### config.mk
export PLATFORM = sky130hd
export DESIGN_NAME = crc_frame_serializer
export DESIGN_NICKNAME = d
export VERILOG_FILES = /design/src/rtl/crc_pkg.sv /design/src/rtl/crc_frame_serializer.sv
export SDC_FILE = /design/constraint.sdc
export NUM_CORES = 1
export LEC_CHECK = 0
export CAP_MARGIN = 10
export CORE_MARGIN = 5
export CORE_UTILIZATION = 35
export CTS_CLUSTER_DIAMETER = 50
export CTS_CLUSTER_SIZE = 40
export DETAILED_ROUTE_END_ITERATION = 12
export PLACE_DENSITY = 0.53
export SYNTH_ARGS = -nofsm -noshare
export SYNTH_HDL_FRONTEND = slang
export SYNTH_SLANG_ARGS = --single-unit
### constraint.sdc
create_clock -name CLK -period 1.9 [get_ports CLK]
set_input_delay 0.285 -clock CLK [delete_from_list [all_inputs] [get_ports CLK]]
set_output_delay 0.285 -clock CLK [all_outputs]
set_load 0.01 [all_outputs]
### src/rtl/crc_pkg.sv
// Shared types and limits for the CRC frame serializer.
package crc_pkg;

  typedef enum logic [1:0] {
    IDLE  = 2'd0,
    SHIFT = 2'd1,
    TAIL  = 2'd2
  } state_t;

  localparam int CRC_CNT_W      = 6;
  localparam int MAX_DATA_BYTES = 4;
  localparam int MAX_CRC_BITS   = 15;

endpackage

### src/rtl/crc_frame_serializer.sv
// Serializes a 1-4 byte frame onto DATA/ACTIVE, then holds off for the CRC tail.
// CRC_SER_MSB_FIRST_EN: send each byte MSB-first instead of LSB-first.
//
// state | meaning
// IDLE  | ready for a frame; IN_READY high
// SHIFT | frame bit on DATA, ACTIVE high
// TAIL  | downstream CRC generator owns the line; FRAME_DONE on last cycle
module crc_frame_serializer
  import crc_pkg::*;
#(
  parameter int DATA_BYTES = 1,
  parameter int CRC_BITS   = 8
) (
  input  logic                    CLK,
  input  logic                    RST,
  input  logic                    IN_VALID,
  input  logic [8*DATA_BYTES-1:0] IN_DATA,
  output logic                    IN_READY,
  output logic                    ACTIVE,
  output logic                    DATA,
  output logic                    FRAME_DONE
);

  localparam int N = 8 * DATA_BYTES;
  localparam logic [CRC_CNT_W-1:0] C_SHIFT_LAST = CRC_CNT_W'(N - 1);
  localparam logic [CRC_CNT_W-1:0] C_TAIL_LAST  = CRC_CNT_W'(CRC_BITS - 1);

  if (DATA_BYTES < 1 || DATA_BYTES > MAX_DATA_BYTES ||
      CRC_BITS < 1 || CRC_BITS > MAX_CRC_BITS) begin : g_bad_cfg
    $error("crc_frame_serializer: DATA_BYTES or CRC_BITS out of range");
  end

  state_t                 r_state;
  logic [N-1:0]           r_sr;
  logic [CRC_CNT_W-1:0]   r_cnt;
  logic                   r_active;
  logic                   r_data;
  logic                   r_done;
  logic [N-1:0]           w_ordered;

  // Reorder on load so the shifter itself always pops bit 0.
  always_comb begin
    w_ordered = IN_DATA;
`ifdef CRC_SER_MSB_FIRST_EN
    for (int b = 0; b < DATA_BYTES; b++) begin
      for (int j = 0; j < 8; j++) begin
        w_ordered[8*b+j] = IN_DATA[8*b+7-j];
      end
    end
`endif
  end

  assign IN_READY   = (r_state == IDLE) && !RST;
  assign ACTIVE     = r_active;
  assign DATA       = r_data;
  assign FRAME_DONE = r_done;

  always_ff @(posedge CLK) begin
    if (RST) begin
      r_state  <= IDLE;
      r_sr     <= '0;
      r_cnt    <= '0;
      r_active <= 1'b0;
      r_data   <= 1'b0;
      r_done   <= 1'b0;
    end else begin
      r_done <= 1'b0;
      case (r_state)
        IDLE: begin
          if (IN_VALID && IN_READY) begin
            r_data   <= w_ordered[0];
            r_sr     <= w_ordered >> 1;
            r_active <= 1'b1;
            r_cnt    <= C_SHIFT_LAST;
            r_state  <= SHIFT;
          end
        end
        SHIFT: begin
          if (r_cnt == '0) begin
            r_active <= 1'b0;
            r_data   <= 1'b0;
            r_cnt    <= C_TAIL_LAST;
            // A one-cycle tail means its only cycle is also the last one.
            r_done   <= (CRC_BITS == 1);
            r_state  <= TAIL;
          end else begin
            r_data <= r_sr[0];
            r_sr   <= r_sr >> 1;
            r_cnt  <= r_cnt - 1'b1;
          end
        end
        TAIL: begin
          if (r_cnt == '0) begin
            r_state <= IDLE;
          end else begin
            r_cnt  <= r_cnt - 1'b1;
            r_done <= (r_cnt == CRC_CNT_W'(1));
          end
        end
        default: r_state <= IDLE;
      endcase
    end
  end

endmodule

After elaboration in Yosys (flattened, before gate mapping)
Index checks and enable logic that the tools add are counted.
{"block": "totals", "regBits": 19, "out_inout_bits": 4, "word_cells": 46, "inputBits": 11}
{"block": "op_classes", "bitwise": 1, "n_reduce_logical": 13, "n_eq_ne": 8, "muxes": 17, "n_addsub": 1}
{"op": "$mux 6", "n": 3}
{"op": "$pmux 6 s3", "n": 1}
{"op": "$mux 8", "n": 2}
{"op": "$pmux 8 s2", "n": 1}
{"op": "$reduce_and 3->1", "n": 4}
{"op": "$ne 2x2->1 const B", "n": 4}
{"op": "$eq 6x1->1 const B", "n": 1}
{"op": "$logic_not 6->1", "n": 1}
{"op": "$mux 2", "n": 3}
{"op": "$pmux 2 s3", "n": 1}
{"op": "$sub 6x1->6 const B", "n": 1}
{"op": "$mux 1", "n": 4}
{"op": "$pmux 1 s2", "n": 2}
{"op": "$reduce_bool 3->1", "n": 1}
{"op": "$reduce_or 3->1", "n": 1}
{"op": "$eq 2x1->1 const B", "n": 1}
{"op": "$eq 2x2->1 const B", "n": 1}
{"op": "$logic_and 1x1->1", "n": 2}
{"op": "$logic_not 2->1", "n": 1}
{"op": "$ne 2x1->1 const B", "n": 1}
{"op": "$reduce_and 2->1", "n": 1}
{"op": "$reduce_bool 2->1", "n": 1}
{"op": "$logic_not 1->1", "n": 1}
{"op": "$not 1->1", "n": 1}

Logic depth before layout (Yosys ltp)
{"block": "logic_depth", "word_depth": 5, "mapped_depth": 8, "ltp_nobuf": 6}

Worst setup path after synthesis
OpenSTA, ideal clock, no wires.
{"block": "synth_timing", "path_type": "flip-flop to flip-flop", "from": "register r_state[0]", "to": "register r_sr[6]", "n_path_buf": 2, "setup_ps": 116, "path_slack_ps": 365, "period_less_slack_ps": 1535, "stages_incl_launch_ff": 8, "arrival_ps": 1419, "path_cell_list": "dfxtp_1 inv_1 ha_1 buf_4 a21oi_2 buf_2 nand2_1 a31o_2"}
{"block": "synth_between", "elab_chain_cells": 5, "word_cells_on_any_way": 9}
{"element": "start, declared", "line_no": "crc_frame_serializer.sv:33", "source": "state_t r_state;"}
{"element": "start signal, assigned", "line_no": "crc_frame_serializer.sv:60", "source": "r_state <= IDLE;"}
{"element": "start signal, assigned", "line_no": "crc_frame_serializer.sv:75", "source": "r_state <= SHIFT;"}
{"element": "start signal, assigned", "line_no": "crc_frame_serializer.sv:85", "source": "r_state <= TAIL;"}
{"element": "$logic_not 2->1", "line_no": "crc_frame_serializer.sv:53, crc_frame_serializer.sv:68"}
{"element": "$logic_and 1x1->1", "line_no": "crc_frame_serializer.sv:53", "source": "assign IN_READY = (r_state == IDLE) && !RST;"}
{"element": "$logic_and 1x1->1", "line_no": "crc_frame_serializer.sv:70", "source": "if (IN_VALID && IN_READY) begin"}
{"element": "$ne 2x1->1 (no line)"}
{"element": "$reduce_and 3->1 (no line)"}
{"element": "end signal, assigned", "line_no": "crc_frame_serializer.sv:72", "source": "r_sr <= w_ordered >> 1;"}
{"element": "end signal, assigned", "line_no": "crc_frame_serializer.sv:88", "source": "r_sr <= r_sr >> 1;"}
{"element": "end, declared", "line_no": "crc_frame_serializer.sv:34", "source": "logic [N-1:0] r_sr;"}
Parallel ways exist; a longest one is shown, timed or not.
A chain may end at the register's enable or synchronous reset.

Worst setup path after layout
{"block": "layout_timing", "from": "register r_state[0]", "to": "output IN_READY"}
{"block": "layout_between", "elab_chain_cells": 2}
{"element": "$logic_not 2->1", "line_no": "crc_frame_serializer.sv:53"}
{"element": "$logic_and 1x1->1", "line_no": "crc_frame_serializer.sv:53"}
{"element": "end, declared", "line_no": "crc_frame_serializer.sv:18", "source": "output logic IN_READY,"}
Every way passes these cells.

==> flow_metrics.env <==
export IMPL_status="finished, final reports clean"
export IMPL_cts_tree="built"
export IMPL_final_common_cell="dfxtp_1"
export IMPL_antenna_found_initial=0
export IMPL_synth_compound_area_share_pct=26.59
export IMPL_root_buffer="clkbuf_4"
export IMPL_synth_nets=146
export IMPL_gp_congestion=0.7938
export IMPL_final_setup_worst_slack_ns=0.2027
export IMPL_syn_area_mm2=0.001125
export IMPL_cts_buffers=3
export IMPL_dieHeight_um=66.69
export IMPL_nets=163
export IMPL_synth_top_family_by_area="compound AO/OA/AOI/OAI gates"
export IMPL_finalSetupViolCount=0
export IMPL_drive_above_1_share_pct=14.69
export IMPL_grt_overflow_total=0
export IMPL_rows=20
export IMPL_worstPathCellList="inv_2 -> ha_4 -> nor2b_1 -> dlygate4sd2_1"
export IMPL_vias=1018
export IMPL_cts_sinks=18
export IMPL_ctsResizeCount=4
export IMPL_p_int_mw=1.186
export IMPL_die_w_um=66.69
export IMPL_core_mm2=0.003078
export IMPL_worst_setup_path_type="flip-flop to primary output"
export IMPL_worstPathArrival_ns=1.41
export IMPL_crit_fanout=5
export IMPL_ys_ff_latch=18
export IMPL_finalNonFillerCells=187
export IMPL_via_per_inst=5.444
export IMPL_grtUsageTotal_pct=13.27
export IMPL_grt_pass1_vias=963
export IMPL_swShare_pct=43.33
export IMPL_place_ws_ns=0.1404
export IMPL_period_needed_ns=1.697
export IMPL_postCtsSetupRepairBufs=0
export IMPL_hpwl_um=1924
export IMPL_avgSynthCellArea_um2=8.857
export IMPL_worstSkewPairLatency_ns=0.30
export IMPL_hold_path_class="flip-flop to flip-flop"
export IMPL_cts_hold_buf=0
export IMPL_drtPass1Iterations=4
export IMPL_drtIter0Drc=76
export IMPL_power_density_mw_per_mm2=1530
export IMPL_antenna_cells=0
export IMPL_grt_pass1_wl_um=4567
export IMPL_finalMaxSlewViolations=0
export IMPL_synth_main_ff_cell="dfxtp_1"
export IMPL_fin_skew_ns=0.005822
export IMPL_syn_inst=127
export IMPL_ant_nets=0
export IMPL_slew_headroom_pct=65.15
export IMPL_io_buffers=14
export IMPL_slowest_stage="dfxtp_1"
export IMPL_max_stage_delay_ns=0.43
export IMPL_synthAdderAreaFrac_pct=8.899
export IMPL_drv_cap=0
export IMPL_final_cell_mix="18 x dfxtp_1, 16 x a21oi_1, 13 x clkdlybuf4s50_1"
export IMPL_die_area_mm2=0.004448
export IMPL_wirelength_um=2644
export IMPL_tightest_slew_ns=0.5188
export IMPL_yosys_warnings=0
export IMPL_seq_power_share_pct=28.2
export IMPL_htree_num_levels=1
export IMPL_area_growth_pct=21.58
export IMPL_synth_edf_count=0
export IMPL_ys_types=39
export IMPL_ys_seq_area_share_pct=32.04
export IMPL_wl_per_cell_um=14.14
export IMPL_synth_mux_area_fraction_pct=6.229
export IMPL_io_pins=15
export IMPL_power_switching_mw=0.9070
export IMPL_clockBufferDepth=2
export IMPL_nFillCells=310
export IMPL_drc=0
export IMPL_rsz0062_at_grt="false"
export IMPL_initial_core_util_pct=36.54
export IMPL_numPlacedInstances=183
export IMPL_clk_pin_slew_ns=0.12
export IMPL_critPathRequiredTime_ns=1.62
export IMPL_grt_max_degree=22
export IMPL_pwr_share_clk_pct=12.1
export IMPL_setup_tns_ns=0
export IMPL_critPathLaunchType="flip-flop"
export IMPL_peakVddDrop_v=0.0006142
export IMPL_p_comb_share_pct=59.7
export IMPL_max_freq_mhz=589.2
export IMPL_crit_path_end_kind="primary output"
export IMPL_synth_xor_area_share_pct=0
export IMPL_fin_crit_sh_pct=89.33
export IMPL_p_leak_nw=0.5196
export IMPL_synth_async_reset_ratio_pct=0
export IMPL_yosys_area_share_simple_pct=20.24
export IMPL_hold_viol=0
[cell families after synthesis]
logic type | Yosys count
flip-flops | 18
adder cells (fa/ha/maj) | 8
AO/OA/AOI/OAI | 44
AND/OR/NAND/NOR | 36
multiplexers | 7
buffers and inverters | 14
[worst max-delay path: cells and delay by family, from the launching register on]
kind,cells,cell delay (ns)
flip-flops,1,0.43
AND/OR/NAND/NOR,1,0.13
buffers and inverters,2,0.37
adder cells (fa/ha/maj),1,0.19
[final timing paths]
path,start,to,slack [ns],cells after the start
max,r_state[0],IN_READY,0.20,4
min,r_sr[6],r_sr[6],0.51,1
max reg2reg,r_state[1],r_sr[2],0.24,7
min reg2reg,r_sr[6],r_sr[6],0.51,1
[power by group through the flow]
stage	Sequential, mW	Clock (mW)	Combinational (mW)
after floorplan	0.583	0	0.892
after global placement	0.596	0	1.21
after detailed placement	0.598	0	1.21
after CTS	0.592	0.267	1.25
after global routing	0.610	0.285	1.38
final	0.590	0.254	1.25
[registers in the layout, summed over array words and instances (netlist names)]
register    cells
FRAME_DONE      1
DATA            1
r_sr            7
ACTIVE          1
r_cnt           6
r_state         2
[Yosys cell counts (2+ instances only)]
| cell type | number | area share (%) |
|---|---|---|
| a21o_1 | 2 | 1.3 |
| a21oi_1 | 16 | 7.1 |
| a21oi_2 | 2 | 1.6 |
| a311oi_1 | 9 | 7.0 |
| buf_2 | 3 | 1.3 |
| buf_4 | 2 | 1.3 |
| clkbuf_1 | 2 | 0.67 |
| dfxtp_1 | 18 | 32 |
| ha_1 | 8 | 8.9 |
| inv_1 | 6 | 2.0 |
| mux2i_1 | 7 | 6.2 |
| nand2_1 | 5 | 1.7 |
| nand2b_1 | 3 | 1.7 |
| nand3_1 | 2 | 0.89 |
| nand4_1 | 2 | 1.1 |
| nor2_1 | 7 | 2.3 |
| nor2b_1 | 3 | 1.7 |
| nor3_1 | 3 | 1.3 |
| nor4b_1 | 3 | 2.3 |
| o21ai_0 | 5 | 2.2 |
[per-layer routing]
metal / up-vias / wire (um) / track usage [%]
li1: 508 / - / -
met1: 477 / 1258 / 16.72
met2: 29 / 1199 / 21.29
met3: 4 / 151 / 4.216
met4: 0 / 35 / 4.315
met5: - / 0 / 0
[stage by stage]
stage               power [mW]  hold slack, ns  cell area, um^2  util, %
floorplan                1.476          0.4607             1125        -
global placement         1.805          0.4690             1320    42.89
detailed placement       1.806          0.4818             1320    42.89
CTS                      2.109          0.5115             1368    44.43
global route             2.276          0.5388             1368    44.43
finish                   2.093          0.5052             1368    44.43
[layout make-up]
type	instances	area, um^2	share of cell area (%)
clock buffers	4	36.28	2.653
flip-flops and latches	18	360.3	26.35
multi-input cells	95	709.4	51.88
inverters	6	22.52	1.647
repair buffers	20	183.9	13.45
well taps	44	55.05	4.026
No activity file was read; power rests on OpenSTA's default activity.
